`src/rtl/sdio_cmd_sequencer_pkg.sv`:
```
// Shared definitions for the SDIO command sequencer: command indices, R5 flag
// positions, card/FSM state encodings and command-argument field positions.
package sdio_defines;

  localparam logic [5:0] CMD0  = 6'd0;
  localparam logic [5:0] CMD3  = 6'd3;
  localparam logic [5:0] CMD5  = 6'd5;
  localparam logic [5:0] CMD7  = 6'd7;
  localparam logic [5:0] CMD52 = 6'd52;
  localparam logic [5:0] CMD53 = 6'd53;

  localparam logic [7:0] RSPS_LEN = 8'd39;

  localparam int unsigned R5_COM_CRC_ERR  = 7;
  localparam int unsigned R5_ILLEGAL      = 6;
  localparam int unsigned R5_IO_STATE_HI  = 5;
  localparam int unsigned R5_IO_STATE_LO  = 4;
  localparam int unsigned R5_ERROR        = 3;
  localparam int unsigned R5_FUNC_NUM     = 1;
  localparam int unsigned R5_OUT_OF_RANGE = 0;

  localparam int unsigned ARG_RW       = 31;
  localparam int unsigned ARG_FUNC_HI  = 30;
  localparam int unsigned ARG_FUNC_LO  = 28;
  localparam int unsigned ARG_RAW_BLK  = 27;
  localparam int unsigned ARG_ADDR_HI  = 25;
  localparam int unsigned ARG_ADDR_LO  = 9;
  localparam int unsigned ARG_RCA_HI   = 31;
  localparam int unsigned ARG_RCA_LO   = 16;
  localparam int unsigned ARG_CNT_HI   = 8;
  localparam int unsigned ARG_WDATA_HI = 7;

  typedef enum logic [1:0] {
    CARD_INIT = 2'b00,
    CARD_STBY = 2'b01,
    CARD_CMD  = 2'b10,
    CARD_TRN  = 2'b11
  } card_state_e;

  typedef enum logic [1:0] {
    RSP_R4,
    RSP_R6,
    RSP_R1B,
    RSP_R5
  } rsp_kind_e;

  typedef enum logic [2:0] {
    S_IDLE,
    S_DECODE,
    S_REG_ACC,
    S_RSPS,
    S_XFER
  } seq_state_e;

  // RCA 0 is reserved, so the issued sequence wraps straight to 1
  function automatic logic [15:0] next_rca(input logic [15:0] rca);
    logic [15:0] n;
    n = rca + 16'd1;
    return (n == 16'd0) ? 16'd1 : n;
  endfunction

  function automatic logic [1:0] io_state(input card_state_e c);
    case (c)
      CARD_CMD: return 2'b01;
      CARD_TRN: return 2'b10;
      default:  return 2'b00;
    endcase
  endfunction

endpackage

```
`src/rtl/sdio_cmd_sequencer_rsps_builder.sv`:
```
// Combinational assembly of the 40-bit response frame from response kind and fields.
module sdio_rsps_builder
  import sdio_defines::*;
#(
  parameter int unsigned NUM_FUNCS = 1,
  parameter logic [23:0] OCR       = 24'hFF8000
) (
  input  logic [5:0]  index_i,
  input  logic [1:0]  kind_i,
  input  logic [15:0] rca_i,
  input  logic [1:0]  card_state_i,
  input  logic [7:0]  flags_i,
  input  logic [7:0]  data_i,
  output logic [39:0] rsps_o
);

  localparam logic [2:0] NF = 3'(NUM_FUNCS);

  logic [31:0] payload;

  always_comb begin
    payload = '0;
    case (kind_i)
      RSP_R4:  payload = {1'b1, NF, 1'b0, 3'b000, OCR};
      RSP_R6:  payload = {rca_i, 16'h0000};
      // Card status carries current_state in bits [12:9]
      RSP_R1B: payload = {19'h0, 2'b00, card_state_i, 9'h0};
      default: payload = {16'h0000, flags_i, data_i};
    endcase
  end

  assign rsps_o = {1'b0, index_i, payload, 1'b0};

endmodule

```
`src/rtl/sdio_cmd_sequencer.sv`:
```
// SDIO command-layer sequencer: decodes commands, tracks card state/RCA, runs CMD52/53.
// Optional register-ack timeout enabled by defining SDIO_CMD_REG_TIMEOUT_EN.
module sdio_cmd_sequencer
  import sdio_defines::*;
#(
  parameter int unsigned NUM_FUNCS   = 1,
  parameter logic [23:0] OCR         = 24'hFF8000,
  parameter logic [15:0] RCA_SEED    = 16'h0001,
  parameter int unsigned REG_TIMEOUT = 255
) (
  input  logic        clk,
  input  logic        rst,
  input  logic        i_cmd_stb,
  input  logic        i_cmd_crc_good_stb,
  input  logic [5:0]  i_cmd,
  input  logic [31:0] i_cmd_arg,
  output logic        o_rsps_stb,
  output logic [39:0] o_rsps,
  output logic [7:0]  o_rsps_len,
  output logic        o_rsps_fail,
  output logic        o_reg_req,
  output logic        o_reg_wr,
  output logic [2:0]  o_reg_func,
  output logic [16:0] o_reg_addr,
  output logic [7:0]  o_reg_wdata,
  input  logic        i_reg_ack,
  input  logic [7:0]  i_reg_rdata,
  output logic        o_data_activate,
  output logic        o_write_flag,
  output logic [12:0] o_data_count,
  input  logic        i_data_done,
  output logic [1:0]  o_card_state
);

  localparam logic [2:0] NF = 3'(NUM_FUNCS);

  if (NUM_FUNCS < 1 || NUM_FUNCS > 7 || REG_TIMEOUT < 1) begin : g_bad_params
    $error("sdio_cmd_sequencer: parameter out of range");
  end

  seq_state_e  state_q, state_d;
  card_state_e card_q, card_d;
  logic [15:0] rca_q, rca_d, nxt_rca_q, nxt_rca_d;
  logic [5:0]  cmd_q;
  logic [31:0] arg_q;
  logic        crc_ok_q;
  logic        crc_err_q, crc_err_d, illegal_q, illegal_d;
  logic        fail_q, fail_d, xfer_q, xfer_d;
  logic [39:0] rsps_q, rsps_d;

  rsp_kind_e   b_kind;
  logic [15:0] b_rca;
  logic        b_err, b_fnum;
  logic [7:0]  b_data, b_flags;
  logic [39:0] b_rsps;
  logic        load, bad;

`ifdef SDIO_CMD_REG_TIMEOUT_EN
  localparam int unsigned TW = $clog2(REG_TIMEOUT + 1);
  logic [TW-1:0] to_cnt_q;

  always_ff @(posedge clk) begin
    if (rst) to_cnt_q <= '0;
    else     to_cnt_q <= (state_q == S_REG_ACC) ? to_cnt_q + 1'b1 : '0;
  end
`endif

  assign b_flags = {crc_err_q, illegal_q, io_state(card_q), b_err, 1'b0, b_fnum, 1'b0};

  sdio_rsps_builder #(.NUM_FUNCS(NUM_FUNCS), .OCR(OCR)) u_builder (
    .index_i      (cmd_q),
    .kind_i       (b_kind),
    .rca_i        (b_rca),
    .card_state_i (card_q),
    .flags_i      (b_flags),
    .data_i       (b_data),
    .rsps_o       (b_rsps)
  );

  always_comb begin
    state_d   = state_q;
    card_d    = card_q;
    rca_d     = rca_q;
    nxt_rca_d = nxt_rca_q;
    crc_err_d = crc_err_q;
    illegal_d = illegal_q;
    fail_d    = 1'b0;
    xfer_d    = xfer_q;
    rsps_d    = rsps_q;
    b_kind    = RSP_R5;
    b_rca     = rca_q;
    b_err     = 1'b0;
    b_fnum    = 1'b0;
    b_data    = '0;
    load      = 1'b0;
    bad       = 1'b0;
    case (state_q)
      S_IDLE: begin
        xfer_d = 1'b0;
        if (i_cmd_stb) state_d = S_DECODE;
      end
      S_DECODE: begin
        state_d = S_IDLE;
        if (!crc_ok_q) begin
          fail_d    = 1'b1;
          crc_err_d = 1'b1;
        end else begin
          case (cmd_q)
            CMD0: begin
              card_d = CARD_INIT;
              fail_d = 1'b1;
            end
            CMD5: begin
              if (card_q == CARD_INIT || card_q == CARD_STBY) begin
                b_kind = RSP_R4;
                load   = 1'b1;
              end else bad = 1'b1;
            end
            CMD3: begin
              if (card_q == CARD_INIT || card_q == CARD_STBY) begin
                b_kind    = RSP_R6;
                b_rca     = nxt_rca_q;
                rca_d     = nxt_rca_q;
                nxt_rca_d = next_rca(nxt_rca_q);
                card_d    = CARD_STBY;
                load      = 1'b1;
              end else bad = 1'b1;
            end
            CMD7: begin
              if (arg_q[ARG_RCA_HI:ARG_RCA_LO] == rca_q) begin
                b_kind = RSP_R1B;
                card_d = CARD_CMD;
                load   = 1'b1;
              end else begin
                card_d = CARD_STBY;
                fail_d = 1'b1;
              end
            end
            CMD52, CMD53: begin
              if (card_q != CARD_CMD && card_q != CARD_TRN) bad = 1'b1;
              else if (arg_q[ARG_FUNC_HI:ARG_FUNC_LO] > NF) begin
                b_fnum = 1'b1;
                load   = 1'b1;
              end else if (cmd_q == CMD53 && arg_q[ARG_RAW_BLK]) begin
                b_err = 1'b1;
                load  = 1'b1;
              end else if (cmd_q == CMD52) begin
                state_d = S_REG_ACC;
              end else begin
                xfer_d = 1'b1;
                load   = 1'b1;
              end
            end
            default: bad = 1'b1;
          endcase
        end
        if (bad) begin
          fail_d    = 1'b1;
          illegal_d = 1'b1;
        end
      end
      S_REG_ACC: begin
        // A RAW write reports the value read back after the write
        if (i_reg_ack) begin
          b_data = (arg_q[ARG_RW] && !arg_q[ARG_RAW_BLK]) ? arg_q[ARG_WDATA_HI:0] : i_reg_rdata;
          load   = 1'b1;
        end
`ifdef SDIO_CMD_REG_TIMEOUT_EN
        else if (to_cnt_q == TW'(REG_TIMEOUT - 1)) begin
          b_err = 1'b1;
          load  = 1'b1;
        end
`endif
      end
      S_RSPS: begin
        if (xfer_q) begin
          state_d = S_XFER;
          card_d  = CARD_TRN;
        end else state_d = S_IDLE;
      end
      S_XFER: begin
        if (i_data_done) begin
          state_d = S_IDLE;
          card_d  = CARD_CMD;
        end
      end
      default: state_d = S_IDLE;
    endcase
    if (load) begin
      rsps_d  = b_rsps;
      state_d = S_RSPS;
      if (b_kind == RSP_R5) begin
        crc_err_d = 1'b0;
        illegal_d = 1'b0;
      end
    end
  end

  always_ff @(posedge clk) begin
    if (rst) begin
      state_q   <= S_IDLE;
      card_q    <= CARD_INIT;
      rca_q     <= RCA_SEED;
      nxt_rca_q <= RCA_SEED;
      cmd_q     <= '0;
      arg_q     <= '0;
      crc_ok_q  <= 1'b0;
      crc_err_q <= 1'b0;
      illegal_q <= 1'b0;
      fail_q    <= 1'b0;
      xfer_q    <= 1'b0;
      rsps_q    <= '0;
    end else begin
      state_q   <= state_d;
      card_q    <= card_d;
      rca_q     <= rca_d;
      nxt_rca_q <= nxt_rca_d;
      crc_err_q <= crc_err_d;
      illegal_q <= illegal_d;
      fail_q    <= fail_d;
      xfer_q    <= xfer_d;
      rsps_q    <= rsps_d;
      if (state_q == S_IDLE && i_cmd_stb) begin
        cmd_q    <= i_cmd;
        arg_q    <= i_cmd_arg;
        crc_ok_q <= i_cmd_crc_good_stb;
      end
    end
  end

  assign o_rsps_stb      = (state_q == S_RSPS);
  assign o_rsps          = rsps_q;
  assign o_rsps_len      = RSPS_LEN;
  assign o_rsps_fail     = fail_q;
  assign o_reg_req       = (state_q == S_REG_ACC);
  assign o_reg_wr        = o_reg_req & arg_q[ARG_RW];
  assign o_reg_func      = {3{o_reg_req}} & arg_q[ARG_FUNC_HI:ARG_FUNC_LO];
  assign o_reg_addr      = {17{o_reg_req}} & arg_q[ARG_ADDR_HI:ARG_ADDR_LO];
  assign o_reg_wdata     = {8{o_reg_req}} & arg_q[ARG_WDATA_HI:0];
  assign o_data_activate = (state_q == S_XFER);
  assign o_write_flag    = o_data_activate & arg_q[ARG_RW];
  assign o_data_count    = !o_data_activate ? 13'd0 :
                           (arg_q[ARG_CNT_HI:0] == 9'd0) ? 13'd512 : {4'b0000, arg_q[ARG_CNT_HI:0]};
  assign o_card_state    = card_q;

endmodule

```
`config.mk`:
```
export PLATFORM = sky130hd
export DESIGN_NAME = sdio_cmd_sequencer
export DESIGN_NICKNAME = d
export VERILOG_FILES = /design/src/rtl/sdio_cmd_sequencer_pkg.sv /design/src/rtl/sdio_cmd_sequencer_rsps_builder.sv /design/src/rtl/sdio_cmd_sequencer.sv
export SDC_FILE = /design/constraint.sdc
export NUM_CORES = 1
export LEC_CHECK = 0
export BUFFER_PORTS_ARGS = -buffer_cell sky130_fd_sc_hd__buf_2
export CAP_MARGIN = 30
export CORE_ASPECT_RATIO = 1.4
export CORE_UTILIZATION = 45
export DETAILED_ROUTE_END_ITERATION = 10
export PLACE_DENSITY_LB_ADDON = 0.12
export SETUP_SLACK_MARGIN = 0.02
export SLEW_MARGIN = 25
export SYNTH_ARGS = -nofsm -noshare
export SYNTH_HDL_FRONTEND = slang
export SYNTH_SLANG_ARGS = --single-unit
export TNS_END_PERCENT = 30
```
`constraint.sdc`:
```
create_clock -name clk -period 2.65 [get_ports clk]
set_clock_uncertainty 0.05 [all_clocks]
set_input_delay 0.795 -clock clk [delete_from_list [all_inputs] [get_ports clk]]
set_output_delay 0.795 -clock clk [all_outputs]
set_load 0.05 [all_outputs]
```
==> results.ini <==
[timing]
finalCriticalPeriod_ns = 2.58
layout_worst_path_cycle_share_pct = 97.3
hold_viol_final = 0
drv_slew = 0
clock.fmax_ghz = 0.388
worst_slack_ns = 0.0715
relSlewSlack_pct = 44.5
tightest_slew_ns = 0.830
setup_viol_count_final = 0
rsz0062_at_grt = true

[detailed_routing]
first_iter_violations = 155
drt_wl_total_microns = 15400
routedWlPerCell_microns = 16.1
vias_per_cell = 5.36
drtAntennaViolNets = 0
num_vias = 5140
route.detailed.drc = 0
dr.pass1.iters = 5

[critical_path]
endpoint_kind = primary output
path_cells = or4_1 -> nor4_4 -> buf_6
rrSetupSlack_ns = 0.20
cp.arrival_ns = 1.73
cp-start-kind = register
critPathMaxStageDelay_ns = 0.57
required_ns = 1.81
crit_type = register to primary output
path_max_fanout = 5
slowest_stage = or4_1

[logic_synthesis]
yosys_register_bits = 117
syn_area_sq_um = 5550
synthArstFlopShare_pct = 0
synth_edf_count = 0
seq_area_frac_synth_pct = 42.2
yosys_warnings = 0
avgSynthCellArea_sq_um = 8.46
synthCells = 656
ys_types = 62
synthFlopType = dfxtp_1

[hold_path]
hold_class = register to register

[placed_design]
port_buffers = 134
hpwl_microns = 11200
gp_congestion = 0.939
pre_cts_slack_ns = 0.202

[layout]
utilization_pct = 60.2
fillCellCount = 1074
n_antenna_cell = 0
ff_latch_area_sq_um = 2350
multi_input_area_sq_um = 2920
nets = 852
area_growth_pct = 29.5
drive_gt1_share_pct = 27.7

[die]
rows = 47
fp.dieW_microns = 95.9
die-height_microns = 133
die_area_sq_um = 12800
core-area_sq_um = 11900
ios = 149
initial_core_util_pct = 46.5

[global_routing]
track_usage_pct = 25.0
grt_antenna_before_repair = 0
gr-total-overflow = 0
grt_max_degree = 57
grt_pass1_vias = 5056
grt_pass1_wl_microns = 24500

[cts]
cts.sinks = 117
cts_tree = yes
ctsHoldBuffers = 0
clk_pin_slew_worst_paths_ns = 0.06
htree_levels = 4
clock_latency_ns = 0.42
cts_buffers = 17
clock_path_buffers = 2
cts-root-buf = clkbuf_16

[run_status]
status = finished clean

[job]
drv_cap = 0

[pwr]
power.density_nw_per_um2 = 615
irDropWorstVdd_v = 0.000426
p_leak_nw = 3.15

==> stage by stage <==
stage | hold slack (ns) | cell area (sq um) | TNS, ns | instances | power [W]
after floorplan | 0.382 | 5600 | -1.59 | 668 | 0.00209
after global placement | 0.389 | 6370 | 0 | 924 | 0.00217
after detailed placement | 0.394 | 6380 | 0 | 924 | 0.00218
after CTS | 0.407 | 7070 | 0 | 958 | 0.00445
after global routing | 0.423 | 7190 | -0.0252 | 959 | 0.00455
final | 0.404 | 7190 | 0 | 959 | 0.00442
==> routing by layer <==
| layer | vias up | share of wire, % | routed length (microns) | GRT usage [%] |
|---|---|---|---|---|
| met5 | - | 0 | 0 | 0 |
| met4 | 0 | 2.8 | 429 | 10.8 |
| met3 | 31 | 4.4 | 676 | 5.37 |
| met2 | 140 | 55 | 8490 | 47.0 |
| met1 | 2456 | 38 | 5850 | 25.9 |
| li1 | 2513 | - | - | - |
==> report_power, final <==
group | switching, W | total [W] | internal [W]
sequential | 0.0000418 | 0.00184 | 0.00180
clock | 0.000859 | 0.00228 | 0.00142
combinational | 0.000197 | 0.000305 | 0.000108
==> synth_stat cells, drive strengths merged, types with 2 or more instances <==
cell / number / share of area [%]
nand3: 9 / 0.81
a2111oi: 2 / 0.43
nand2b: 2 / 0.23
nand2: 123 / 8.4
or2: 2 / 0.27
nor3b: 3 / 0.41
nor4: 10 / 1.5
clkbuf: 30 / 2.6
conb: 2 / 0.14
a211oi: 4 / 0.63
or3b: 10 / 1.6
o32ai: 2 / 0.45
inv: 9 / 0.61
a21oi: 64 / 5.8
a22o: 16 / 2.5
o2bb2ai: 9 / 1.4
a31oi: 3 / 0.34
nand3b: 4 / 0.54
o21ai: 11 / 0.99
nor2: 46 / 3.2
nor4b: 2 / 0.59
o32a: 2 / 0.36
a32o: 2 / 0.36
nor3: 15 / 1.6
and2: 42 / 4.8
nand4: 9 / 1.0
buf: 28 / 3.6
or4: 3 / 0.41
and4: 4 / 0.63
xor2: 24 / 3.8
xnor2: 10 / 1.6
mux2i: 19 / 3.4
and3: 4 / 0.47
or3: 4 / 0.45
dfxtp: 117 / 42
==> worst max-delay path, delay by kind of cell, from the launching register on <==
kind	cells	cell delay (ns)
and+or+nand+nor	2	0.76
DFF	1	0.34
buffers and inverters	1	0.20
==> final cells by class <==
class	instances	share of cell area, %
Timing Repair Buffer	170	15.5
Multi-Input combinational cell	484	40.6
Tap cell	147	2.56
Clock inverter	13	2.09
Clock buffer	19	6.16
Inverter	9	0.470
Sequential cell	117	32.7
==> cells by family (layout without fill, tap and decap cells) <==
kind of cell | after synthesis | count (layout) | share of synthesized area, %
and+or+nand+nor | 295 | 295 | 27.4
AOI/OAI and AO/OA | 121 | 121 | 14.4
DFF | 117 | 117 | 42.2
buffers and inverters | 67 | 211 | 6.87
xor gates and xnor gates | 34 | 34 | 5.36
muxes | 19 | 19 | 3.43
other | 2 | 14 | 0.135
adders and majority gates | 1 | 1 | 0.225
==> what timing repair did <==
item | in CTS | in global routing
pin swaps | 1 | 0
gates resized for setup | 28 | 52
setup endpoints to repair | 41 | 40
buffers inserted | 2 | 1
==> cells in the final DEF (no fill, tap or decap), drive strengths merged, types with 5 or more instances in the layout <==
master,n
xor2,24
inv,11
mux2i,19
nor3,15
clkbuf,25
a21oi,64
nor4,10
or3b,10
o2bb2ai,9
conb,14
nand3,9
dfxtp,117
nand2,123
nand4,9
buf,164
o21ai,11
xnor2,10
clkinvlp,5
and2,42
nor2,46
a22o,16
==> state kept, by name, indices dropped and copies added (netlist names) <==
name / flops
o_card_state: 2
crc_ok_q: 1
state_q: 3
crc_err_q: 1
xfer_q: 1
arg_q: 32
cmd_q: 6
rca_q: 16
nxt_rca_q: 16
o_rsps: 37
o_rsps_fail: 1
illegal_q: 1
==> worst paths after layout <==
check / from / end / depth (start not counted)
setup / recovery: arg_q[0] / o_data_count[9] / 3
hold / removal: arg_q[12] / arg_q[12] / 2
setup reg to reg: cmd_q[3] / o_rsps[27] / 7
hold reg to reg: arg_q[12] / arg_q[12] / 2
(Power assumes the default switching activity.)
